[config.mk]
export PLATFORM = sky130hd
export DESIGN_NAME = quad_decoder
export DESIGN_NICKNAME = d
export VERILOG_FILES = /design/src/rtl/quad_decoder.sv
export SDC_FILE = /design/constraint.sdc
export NUM_CORES = 1
export LEC_CHECK = 0
export ABC_AREA = 1
export BUFFER_PORTS_ARGS = -buffer_cell sky130_fd_sc_hd__buf_2
export CORE_UTILIZATION = 43
export DETAILED_ROUTE_END_ITERATION = 16
export PLACE_DENSITY = 0.68
export SETUP_SLACK_MARGIN = 0.05
export SLEW_MARGIN = 20
export SYNTH_ARGS = -nofsm -noshare
export SYNTH_HDL_FRONTEND = slang
export SYNTH_SLANG_ARGS = --single-unit
[constraint.sdc]
create_clock -name clk -period 2.44 [get_ports clk]
set_input_delay 0.244 -clock clk [delete_from_list [all_inputs] [get_ports clk]]
set_output_delay 0.244 -clock clk [all_outputs]
set_load 0.01 [all_outputs]
[src/rtl/quad_decoder.sv]
// Quadrature decoder: synchronizes and debounces channels A/B, then turns each
// filtered Gray-code transition into a position step or an illegal-jump error.
module quad_decoder #(
  parameter int CNT_W    = 8,
  parameter int FILT_LEN = 3
) (
  input  logic             clk,
  input  logic             reset,
  input  logic             qa,
  input  logic             qb,
  input  logic             clr_pos,
  output logic [CNT_W-1:0] pos,
  output logic             step,
  output logic             up_down,
  output logic             err,
  output logic [3:0]       err_cnt
);

  typedef enum logic {S_PRIME, S_TRACK} state_t;

  localparam logic [3:0] FILT_MAX = 4'(FILT_LEN);

  state_t     state, state_nx;
  logic [1:0] sync1, sync2;
  logic [1:0] cand;
  logic [1:0] filt;
  logic [3:0] run_len;
  logic       stable;
  logic       accept, dir_up, dir_dn, illegal;

  // run_len counts consecutive identical synchronized samples, saturating at FILT_LEN
  always_ff @(posedge clk) begin
    if (reset) begin
      sync1   <= '0;
      sync2   <= '0;
      cand    <= '0;
      run_len <= '0;
    end else begin
      sync1 <= {qa, qb};
      sync2 <= sync1;
      if (sync2 != cand) begin
        cand    <= sync2;
        run_len <= 4'd1;
      end else if (run_len != FILT_MAX) begin
        run_len <= run_len + 4'd1;
      end
    end
  end

  assign stable = (run_len == FILT_MAX);

  always_comb begin
    state_nx = state;
    accept   = 1'b0;
    dir_up   = 1'b0;
    dir_dn   = 1'b0;
    illegal  = 1'b0;
    case (state)
      S_PRIME: begin
        if (stable) begin
          accept   = 1'b1;
          state_nx = S_TRACK;
        end
      end
      S_TRACK: begin
        if (stable && (cand != filt)) begin
          accept = 1'b1;
          case ({filt, cand})
            4'b00_01, 4'b01_11, 4'b11_10, 4'b10_00: dir_up  = 1'b1;
            4'b01_00, 4'b11_01, 4'b10_11, 4'b00_10: dir_dn  = 1'b1;
            default:                                illegal = 1'b1;
          endcase
        end
      end
      default: state_nx = S_PRIME;
    endcase
  end

  always_ff @(posedge clk) begin
    if (reset) begin
      state   <= S_PRIME;
      filt    <= '0;
      pos     <= '0;
      step    <= 1'b0;
      up_down <= 1'b0;
      err     <= 1'b0;
      err_cnt <= '0;
    end else begin
      state <= state_nx;
      step  <= dir_up | dir_dn;
      err   <= illegal;
      if (accept)
        filt <= cand;
      if (dir_up | dir_dn)
        up_down <= dir_dn;
      if (illegal && (err_cnt != 4'hF))
        err_cnt <= err_cnt + 4'd1;
      // clear wins over a same-cycle step; direction/step still reflect it
      if (clr_pos)
        pos <= '0;
      else if (dir_up)
        pos <= pos + CNT_W'(1);
      else if (dir_dn)
        pos <= pos - CNT_W'(1);
    end
  end

endmodule

* After elaboration in Yosys (flattened, before gate mapping)
Index checks and enable logic that the tools add are counted.
** Word-level totals
- Register bits after elaboration :: 28
- Input port bits :: 5
- Output and inout port bits :: 15
- Word-level logic and storage cells :: 57
** Cells by class
- Add/subtract/negate cells :: 4
- Equality and inequality tests :: 13
- Muxes and demuxes :: 17
- Bitwise operators :: 2
- Reduce and logical (&&, ||, !) cells :: 9
** Operators by type and width (number)
- $eq 4x4->1 const B :: 4
- $mux 8 :: 2
- $mux 1 :: 14
- $add 4x1->4 const B :: 2
- $add 8x1->8 const B :: 1
- $eq 4x2->1 const B :: 2
- $eq 4x3->1 const B :: 2
- $reduce_or 4->1 :: 2
- $reduce_or 8->1 :: 1
- $sub 8x1->8 const B :: 1
- $eq 4x1->1 const B :: 1
- $ne 2x2->1 :: 2
- $ne 4x2->1 const B :: 1
- $ne 4x4->1 const B :: 1
- $reduce_bool 2->1 :: 2
- $reduce_or 2->1 :: 2
- $logic_and 1x1->1 :: 2
- $pmux 1 s2 :: 1
- $not 1->1 :: 1
- $or 1x1->1 :: 1

* Depth between registers and ports, before layout
Gate-level depths: netlist of run 1.
- Depth in word-level cells :: 7
- Depth in mapped cells :: 15
- Mapped depth without buffers :: 15

* Worst setup path before layout of run 1
Ideal clock, no wire load.
- Path type :: flip-flop to flip-flop
- From :: register run_len[0]
- To :: register pos[5]
- Library setup time :: 0.120 ns
- Data arrival time :: 1.936 ns
- Data required time :: 2.320 ns
- Path slack :: 0.385 ns
- Stages on the path, launching flop included :: 11
- Path buffers :: 0
- Clock period less this slack :: 2.055 ns
- Cells stage by stage :: dfxtp_1 ha_1 nand2_2 nor2_4 nand3_4 ha_1 a21oi_1 nand2_1 a21oi_1 xor2_1 a21oi_2
** On the way
- Word-level cells in the longest chain between the ends :: 5
- Elaborated cells on any way between the ends :: 8
- Classes of those cells :: eq/ne (1); mux (5); reduce/logical (2)
** Ends and longest elaborated chain
- from (decl) :: line 27 : logic [3:0] run_len;
- from (signal assigned) :: line 45 : run_len <= run_len + 4'd1;
- $eq 4x2->1 (*) :: line 50 : assign stable = (run_len == FILT_MAX);
- $logic_and 1x1->1 (*) :: line 66 : if (stable && (cand != filt)) begin
- $mux 1 :: line 66
- $mux 1 :: line 58 : case (state)
- $mux 8 or $reduce_bool 2->1 (tied branches)
- to (signal assigned) :: line 102 : pos <= pos + CNT_W'(1);
- to (signal assigned) :: line 104 : pos <= pos - CNT_W'(1);
- to (decl) :: line 12 : output logic [CNT_W-1:0] pos,
Every way passes the cells marked *; elsewhere a longest branch is shown, timed or not.
A chain may end at the register's enable or synchronous reset.

* Final worst setup path of run 1
- From :: register run_len[0]
- To :: register pos[6]
Same word-level chain as after synthesis.

==> out/metrics.cfg, run 1 <==
[clock_network]
cts_tree=yes
htreeDepth=1
clock-sinks=28
clkLatencyLatePin_ps=330
cts_inserted_buffers=3
path_clk_slew_ps=150
clk_path_buf_depth=2
clockRootBuffer=clkbuf_4

[setup_path]
cp_max_fo=6
path_depth=13
max_stage_delay_ps=390
critPathBufInv=1
path_cells=ha_2, nand2_4, nor2_4, nand3_4, buf_12, fa_1, nand3_1, nand2_1, nand3_1, nand2_1, xor2_1, nor2_1, nor2_1
required_ps=2690
worstSetupPathType=flip-flop to flip-flop
crit_path_end_kind=flip-flop
critPathLaunchType=flip-flop
crit_family=simple AND/OR/NAND/NOR gates
crit_slowest_cell=fa_1
critPathArrivalTime_ps=2460
ff2ff_path_depth=13

[route]
via_count=1151
first_iter_violations=53
drc=0
drt_pass1_iterations=4
routedWlPerCell_um=10.2
viasPerCell=4.64
ant_nets=0
drt_wl_total_um=2530

[power]
total_power_uw=778
p_int_uw=588
p_sw_uw=191
power_frac_clock_pct=29.5
share_seq_of_total_power_pct=61.7
p_comb_share_pct=8.8
ir_drop_mv=0.345
p_leak_uw=0.000740
power.share.switching_pct=24.5
p_per_area_mw_per_mm2=462

[synthesis]
ys_seq_area_share_pct=39.0
synth-seq-cells=28
synth_cell_types=25
netlist_instances=180
avgSynthCellArea_sq_um=7.99
syn-cell-area_sq_mm=0.00144
ys_warn_count=0
syn-num-nets=194

[run_status]
outcome=finished clean

[floorplanning]
coreArea_sq_mm=0.00310
design.die.area_sq_mm=0.00358
ios=20
initial_core_util_pct=46.4
chipHeight_um=59.8
num_rows=20
die_w_um=59.8

[global_route]
antenna_found_initial=0
grt_start_max_net_pins=16
grt_pass1_wl_um=4280
grt_pass1_vias=1014
track_usage_pct=15.9
gr-total-overflow=0

[worst_hold_path]
hold_depth=3
hold_path_class=input port to flip-flop

[layout]
area_delta_synth_final_pct=17.0
antenna-diode-count=0
nFillCells=324
final_common_cell=nand2_1
drive_gt1_share_pct=25.0
final_cell_mix=nand2_1 (30), dfxtp_1 (26), inv_1 (21)
nNetsFinal=219

[placement]
hpwl_um=1810
gp_congestion=0.794
portBuffers=19

[sta]
rsz0062_at_grt=false
fmax_mhz=454
whs_ps=94.1
hold_viol=0
fin_tns_setup_ps=0
fin_crit_sh_pct=90.3
post-route-min-period_ps=2200
skew_ps=2.83
tightest_slew_ps=614
maxSlewHeadroom_pct=58.9
setup_viol=0
finalMaxSlewViolations=0

[flow_run]
maxCapViolations=0

cells by family (layout without fill, tap and decap cells):
group / after synthesis / after routing / synth area share, %
adders and majority gates: 9 / 9 / 8.35
and+or+nand+nor: 74 / 74 / 25.1
DFF: 28 / 28 / 39.0
AOI/OAI and AO/OA: 32 / 32 / 12.6
xor gates and xnor gates: 12 / 12 / 7.30
buffers and inverters: 25 / 49 / 7.65
registers in the layout, summed over array words and instances (netlist names):
register	cells
pos	8
cand	2
state	1
filt	2
run_len	4
step	1
err_cnt	4
up_down	1
err	1
sync1	2
sync2	2
layer usage:
metal / GRT usage [%] / wire length, um / vias up
met2: 24.8 / 1180 / 15
met4: 5.65 / 21 / 0
met5: 0 / 0 / -
li1: - / - / 627
met1: 20.4 / 1220 / 505
met3: 5.19 / 104 / 4
synth_stat cells:
master / instances / area, sq um
nand3_4: 1 / 17.5
nor3_1: 2 / 10.0
nand4_1: 1 / 6.26
a21oi_1: 18 / 90.1
nor2_1: 18 / 67.6
clkbuf_1: 1 / 3.75
a21o_1: 1 / 7.51
xor2_1: 4 / 35.0
inv_2: 2 / 7.51
ha_1: 8 / 100
buf_12: 1 / 20.0
o21ai_1: 3 / 15.0
nand2_4: 1 / 11.3
o21ai_2: 3 / 26.3
a21oi_2: 2 / 17.5
dfxtp_1: 28 / 561
o21ai_0: 5 / 25.0
fa_1: 1 / 20.0
xnor2_1: 8 / 70.1
nand3_1: 11 / 55.1
nand2_1: 30 / 113
nor2_4: 3 / 33.8
nand2_2: 6 / 37.5
nand3_2: 1 / 10.0
inv_1: 21 / 78.8
repair_timing:
action	in CTS	in global routing
setup buffers	0	3
hold buffers	0	0
setup endpoints to repair	0	3
gates resized for setup	0	7
stage by stage:
stage / std cells / utilization [%] / worst slack [ps] / instance area, sq um
2_1_floorplan: 180 / - / 385 / 1440
3_3_place_gp: 241 / 50.4 / 261 / 1570
3_5_place_dp: 241 / 50.4 / 174 / 1570
4_1_cts: 245 / 51.6 / 137 / 1600
5_1_grt: 248 / 54.3 / 62.0 / 1680
6_report: 248 / 54.3 / 236 / 1680
power groups by stage:
stage	Combinational [uW]	Clock (uW)	Sequential, uW
global route	78.8	257	483
floorplan	54.7	0	487
finish	68.6	230	480
CTS	67.9	242	479
detailed placement	67.7	0	489
global placement	66.8	0	489
path summary, 6_finish.rpt:
path / start / end / slack, ps
min reg2reg: sync1[1] / sync2[1] / 410
max reg2reg: run_len[0] / pos[6] / 240
min: qa / sync1[1] / 90
max: run_len[0] / pos[6] / 240
worst register-to-register path, delay by kind of cell, from the launching register on:
family	cells	cell delay, ps
flip-flops	1	380
adder cells (fa/ha/maj)	2	610
XOR/XNOR	1	130
buffers and inverters	1	160
AND/OR/NAND/NOR	9	830
area by class of cell:
cell class | instances | area, sq um | share of cell area, %
multi-input combinational | 127 | 813 | 48.3
sequential | 28 | 563 | 33.4
timing repair buffer | 22 | 130 | 7.73
inverter | 23 | 86.3 | 5.13
tap | 44 | 55.1 | 3.27
clock buffer | 4 | 36.3 | 2.15
No activity file was read; power rests on OpenSTA's default activity.
==> inputs of run 2 (changes only) <==
ABC_AREA = unset   (was 1)
==> out/metrics.cfg, run 2 <==
[run_status]
outcome=complete, but fails checks
violations=negative setup slack

[route]
drc=0
via_count=1109
viasPerCell=5.13
routedWlPerCell_um=12.6
drt_pass1_iterations=4
drt_wl_total_um=2710
first_iter_violations=36
ant_nets=0

[setup_path]
required_ps=2680
ff2ff_path_depth=10
critPathLaunchType=flip-flop
r2r_slack_ps=-150
cp_max_fo=6
r2r_end=pos[6]
critPathArrivalTime_ps=2830
crit_path_end_kind=flip-flop
rr_startpoint=run_len[1]
worstSetupPathType=flip-flop to flip-flop

[power]
p_leak_uw=0.000751
p_per_area_mw_per_mm2=449
ir_drop_mv=0.338

[sta]
fin_crit_sh_pct=106
rsz0062_at_grt=true
hold_viol=0
fmax_mhz=386
skew_ps=7.98
fin_tns_setup_ps=-262
post-route-min-period_ps=2590
maxSlewHeadroom_pct=73.9
setup_viol=3
finalMaxSlewViolations=0
tightest_slew_ps=392
worst_slack_ps=-153

[layout]
antenna-diode-count=0
fin_util_pct=56.5
area_delta_synth_final_pct=25.0
top_regs=pos (8), err_cnt (4), run_len (4)
nNetsFinal=187
final_cell_area_sq_mm=0.00171
multi_input_area_sq_um=876
drive_gt1_share_pct=31.4
final_cell_mix=dfxtp_1 (26), nor2_1 (20), buf_2 (19)
final_common_cell=dfxtp_1
top_register=pos
regArea_sq_um=563
largest_register_ff_count=8
nFillCells=275

[synthesis]
synthFlopType=dfxtp_1
synth-edff-count=0
ys_seq_area_share_pct=41.0
netlist_instances=142
synth-seq-cells=28
avgSynthCellArea_sq_um=9.64
synth_area_leader_cell=dfxtp_1
synth_common_cells=dfxtp_1 (28), nor2_1 (20), a21oi_1 (10)
synth_cell_types=33
synth.area.top_cells=dfxtp_1 (41%), ha_1 (7.3%), mux2i_1 (6.6%)
syn-cell-area_sq_mm=0.00137
ys_warn_count=0
synth_top_area_share_pct=41.0
yosysMostFrequentCell=dfxtp_1
async_flop_share_pct=0
syn-num-nets=156

[placement]
dpl_cell_area_sq_mm=0.00163
hpwl_um=2000
portBuffers=19
gp_congestion=0.883

[global_route]
gr-total-overflow=0
grt_start_max_net_pins=22
track_usage_pct=17.8
antenna_found_initial=0
grt_pass1_wl_um=4660
grt_pass1_vias=1125

[worst_hold_path]
holdCritStartpoint=qa
hold_depth=2
hold_path_class=input port to flip-flop
hold-path-endpoint=sync1[1]

[clock_network]
htreeDepth=1
post_cts_buffers=0
clk_path_buf_depth=2
cts_inserted_buffers=3
cts_tree=yes
clockRootBuffer=clkbuf_4
clkLatencyLatePin_ps=330
path_clk_slew_ps=150
clock-sinks=28

[flow_run]
maxCapViolations=0

[floorplanning]
num_rows=20
ios=20
chipHeight_um=58.4
initial_core_util_pct=45.2
die_w_um=58.4
coreArea_sq_mm=0.00303
design.die.area_sq_mm=0.00341

[run 2: worst max-delay path by stage]
stage                     cells after the start  slack (ps)      to        from
after global routing                         10        -270  pos[6]  run_len[1]
after global placement                       10         -50  pos[7]  run_len[1]
after detailed placement                     10         -90  pos[6]  run_len[1]
after CTS                                    10        -120  pos[7]  run_len[1]
after floorplan                              10        -150  pos[6]  run_len[1]
final                                        10        -150  pos[6]  run_len[1]
[run 2: per-stage QoR]
stage / total power, uW / cells / hold slack [ps] / setup WS (ps)
final: 768 / 216 / 112 / -153
after global routing: 804 / 216 / 98.5 / -275
after CTS: 781 / 216 / 100 / -120
after detailed placement: 550 / 212 / 429 / -89.8
after global placement: 546 / 212 / 421 / -46.1
after floorplan: 527 / 142 / 372 / -151
[run 2: logic make-up (layout without fill, tap and decap cells)]
group / Yosys count / count (layout) / synth area share [%]
fa+ha+maj: 9 / 9 / 8.78
compound gates: 25 / 25 / 11.3
flops: 28 / 28 / 41.0
xor+xnor: 14 / 14 / 10.1
mux: 9 / 9 / 6.58
simple gates: 52 / 52 / 20.4
buf+inv: 5 / 35 / 1.92
[run 2: cell type report]
class	count	share of cell area, %
Tap cell	44	3.22
Clock buffer	4	2.12
Timing Repair Buffer	30	10.4
Multi-Input combinational cell	109	51.2
Inverter	1	0.219
Sequential cell	28	32.9
[run 2: worst max-delay path, stage by stage, from the launching register on]
cell and delay [ps]:
dfxtp_2 380, ha_4 140, nor3b_4 190, nand2_2 80, or3_4 450, ha_2 370
o21ai_0 110, o21bai_1 170, a21oi_1 90, and4_1 210, a311o_1 320
[run 2: routing by layer]
metal / GRT usage [%] / routed length [um] / up-vias
met5: 0 / 0 / -
met4: 9.52 / 43 / 0
met3: 2.64 / 93 / 5
met2: 31.5 / 1400 / 29
met1: 20.8 / 1170 / 517
li1: - / - / 558
[run 2: repair_timing]
item	in CTS	in global routing
resized for setup	0	6
hold buffers	0	0
pin swaps	0	5
setup endpoints to repair	3	4
[run 2: report_power, final]
part / internal [uW] / switching, uW / total (uW)
Sequential: 469 / 8.24 / 478
Combinational: 31.8 / 30.1 / 61.9
Clock: 91.5 / 137 / 228
==> inputs of run 3 (changes only) <==
CELL_PAD_IN_SITES_DETAIL_PLACEMENT = 0   (was unset)
CELL_PAD_IN_SITES_GLOBAL_PLACEMENT = 1   (was unset)
CORE_UTILIZATION = 31   (was 43)
PLACE_DENSITY = 0.65   (was 0.68)
==> out/metrics.cfg, run 3 (synthesis gave the netlist of run 2 again) <==
[global_route]
grt_pass1_wl_um=5060
antenna_found_initial=0
grt_start_max_net_pins=22
gr-total-overflow=0
track_usage_pct=14.7
grt_pass1_vias=1139

[setup_path]
required_ps=2600
r2r_slack_ps=-170
critPathLaunchType=flip-flop
critPathArrivalTime_ps=2770
crit_path_end_kind=flip-flop
cp_max_fo=6
worstSetupPathType=flip-flop to flip-flop

[sta]
rsz0062_at_grt=true
worst_slack_ps=-170
fmax_mhz=383
finalMaxSlewViolations=0
skew_ps=10.0
tightest_slew_ps=391
post-route-min-period_ps=2610
whs_ps=167
setup_viol=3
maxSlewHeadroom_pct=73.9
hold_viol=0
fin_crit_sh_pct=107
fin_tns_setup_ps=-285

[layout]
multi_input_area_sq_um=877
nFillCells=405
nNetsFinal=196
regArea_sq_um=563
antenna-diode-count=0
top_register=pos
largest_register_ff_count=8
final_cell_mix=dfxtp_1 (26), nor2_1 (20), buf_2 (19), buf_4 (19), a21oi_1 (10)
top_regs=pos (8), err_cnt (4), run_len (4)
drive_gt1_share_pct=34.3
fin_util_pct=44.4
area_delta_synth_final_pct=33.5
final_common_cell=dfxtp_1

[placement]
hpwl_um=2140
gp_congestion=0.769
portBuffers=19

[clock_network]
htreeDepth=1
clk_path_buf_depth=2
clockRootBuffer=clkbuf_8
cts_tree=yes
holdBufCountCts=0
cts_inserted_buffers=3
path_clk_slew_ps=100
clock-sinks=28
clkLatencyLatePin_ps=280

[power]
total_power_uw=912
p_per_area_mw_per_mm2=499
ir_drop_mv=0.282
p_leak_uw=0.000819

[run_status]
violations=negative setup slack
outcome=complete, but fails checks

[floorplanning]
ios=20
die_w_um=68.5
chipHeight_um=68.5
coreArea_sq_mm=0.00412
num_rows=23
initial_core_util_pct=33.3
design.die.area_sq_mm=0.00469

[route]
ant_nets=0
viasPerCell=4.90
routedWlPerCell_um=13.1
drt_pass1_iterations=6
met2WireLength_um=1550
drc=0
first_iter_violations=14
met3WireLength_um=123
via_count=1132
met1_length_um=1320
highest_layer=met4
drt_wl_total_um=3030

[flow_run]
maxCapViolations=0

[worst_hold_path]
hold_path_class=input port to flip-flop

## run 3: area by class of cell
class	count	area share (%)
Multi-Input combinational cell	109	48.0
Sequential cell	28	30.8
Timing Repair Buffer	39	13.6
Tap cell	50	3.42
Clock buffer	3	2.26
Clock inverter	1	1.64
Inverter	1	0.205
## run 3: final timing paths
| kind | from | endpoint | cells past startpoint |
|---|---|---|---|
| min reg2reg | sync1[1] | sync2[1] | 1 |
| max | run_len[1] | pos[6] | 10 |
| min | qb | sync1[0] | 2 |
| max reg2reg | run_len[1] | pos[6] | 10 |
## run 3: layer usage
| layer | vias up | track usage [%] |
|---|---|---|
| met3 | 4 | 2.83 |
| met1 | 530 | 15.9 |
| met4 | 0 | 4.69 |
| li1 | 570 | - |
| met2 | 28 | 28.1 |
| met5 | - | 0 |
## run 3: what timing repair did
| item | 4_1_cts | 5_1_grt |
|---|---|---|
| resized for setup | 6 | 2 |
| buffers inserted | 3 | 2 |
| setup endpoints to repair | 4 | 5 |
| gates cloned | 0 | 0 |
| pin swaps | 5 | 4 |
## run 3: critical path: stages (launching register included)
cell and delay (ps):
dfxtp_2 370, ha_4 130, nor3b_4 210, nand2_2 80, or3_4 420, fa_2 410, a211oi_2 270, o21bai_1 100
a21oi_1 160, nor4_1 70, a311o_1 280
## run 3: through the flow
step	worst slack [ps]	cell area, sq um	std cells
after detailed placement	-141	1670	223
after global placement	-54.0	1670	223
final	-170	1830	231
after global routing	-265	1830	231
after CTS	-132	1810	230
after floorplan	-151	1420	142
## run 3: report_power, final
| group | switching, uW | internal, uW | total [uW] | leakage [uW] |
|---|---|---|---|---|
| clock network | 149 | 220 | 369 | 0.0000357 |
| logic | 32.5 | 33.7 | 66.2 | 0.000556 |
| registers | 8.49 | 469 | 477 | 0.000228 |
| total | 190 | 722 | 912 | 0.000819 |
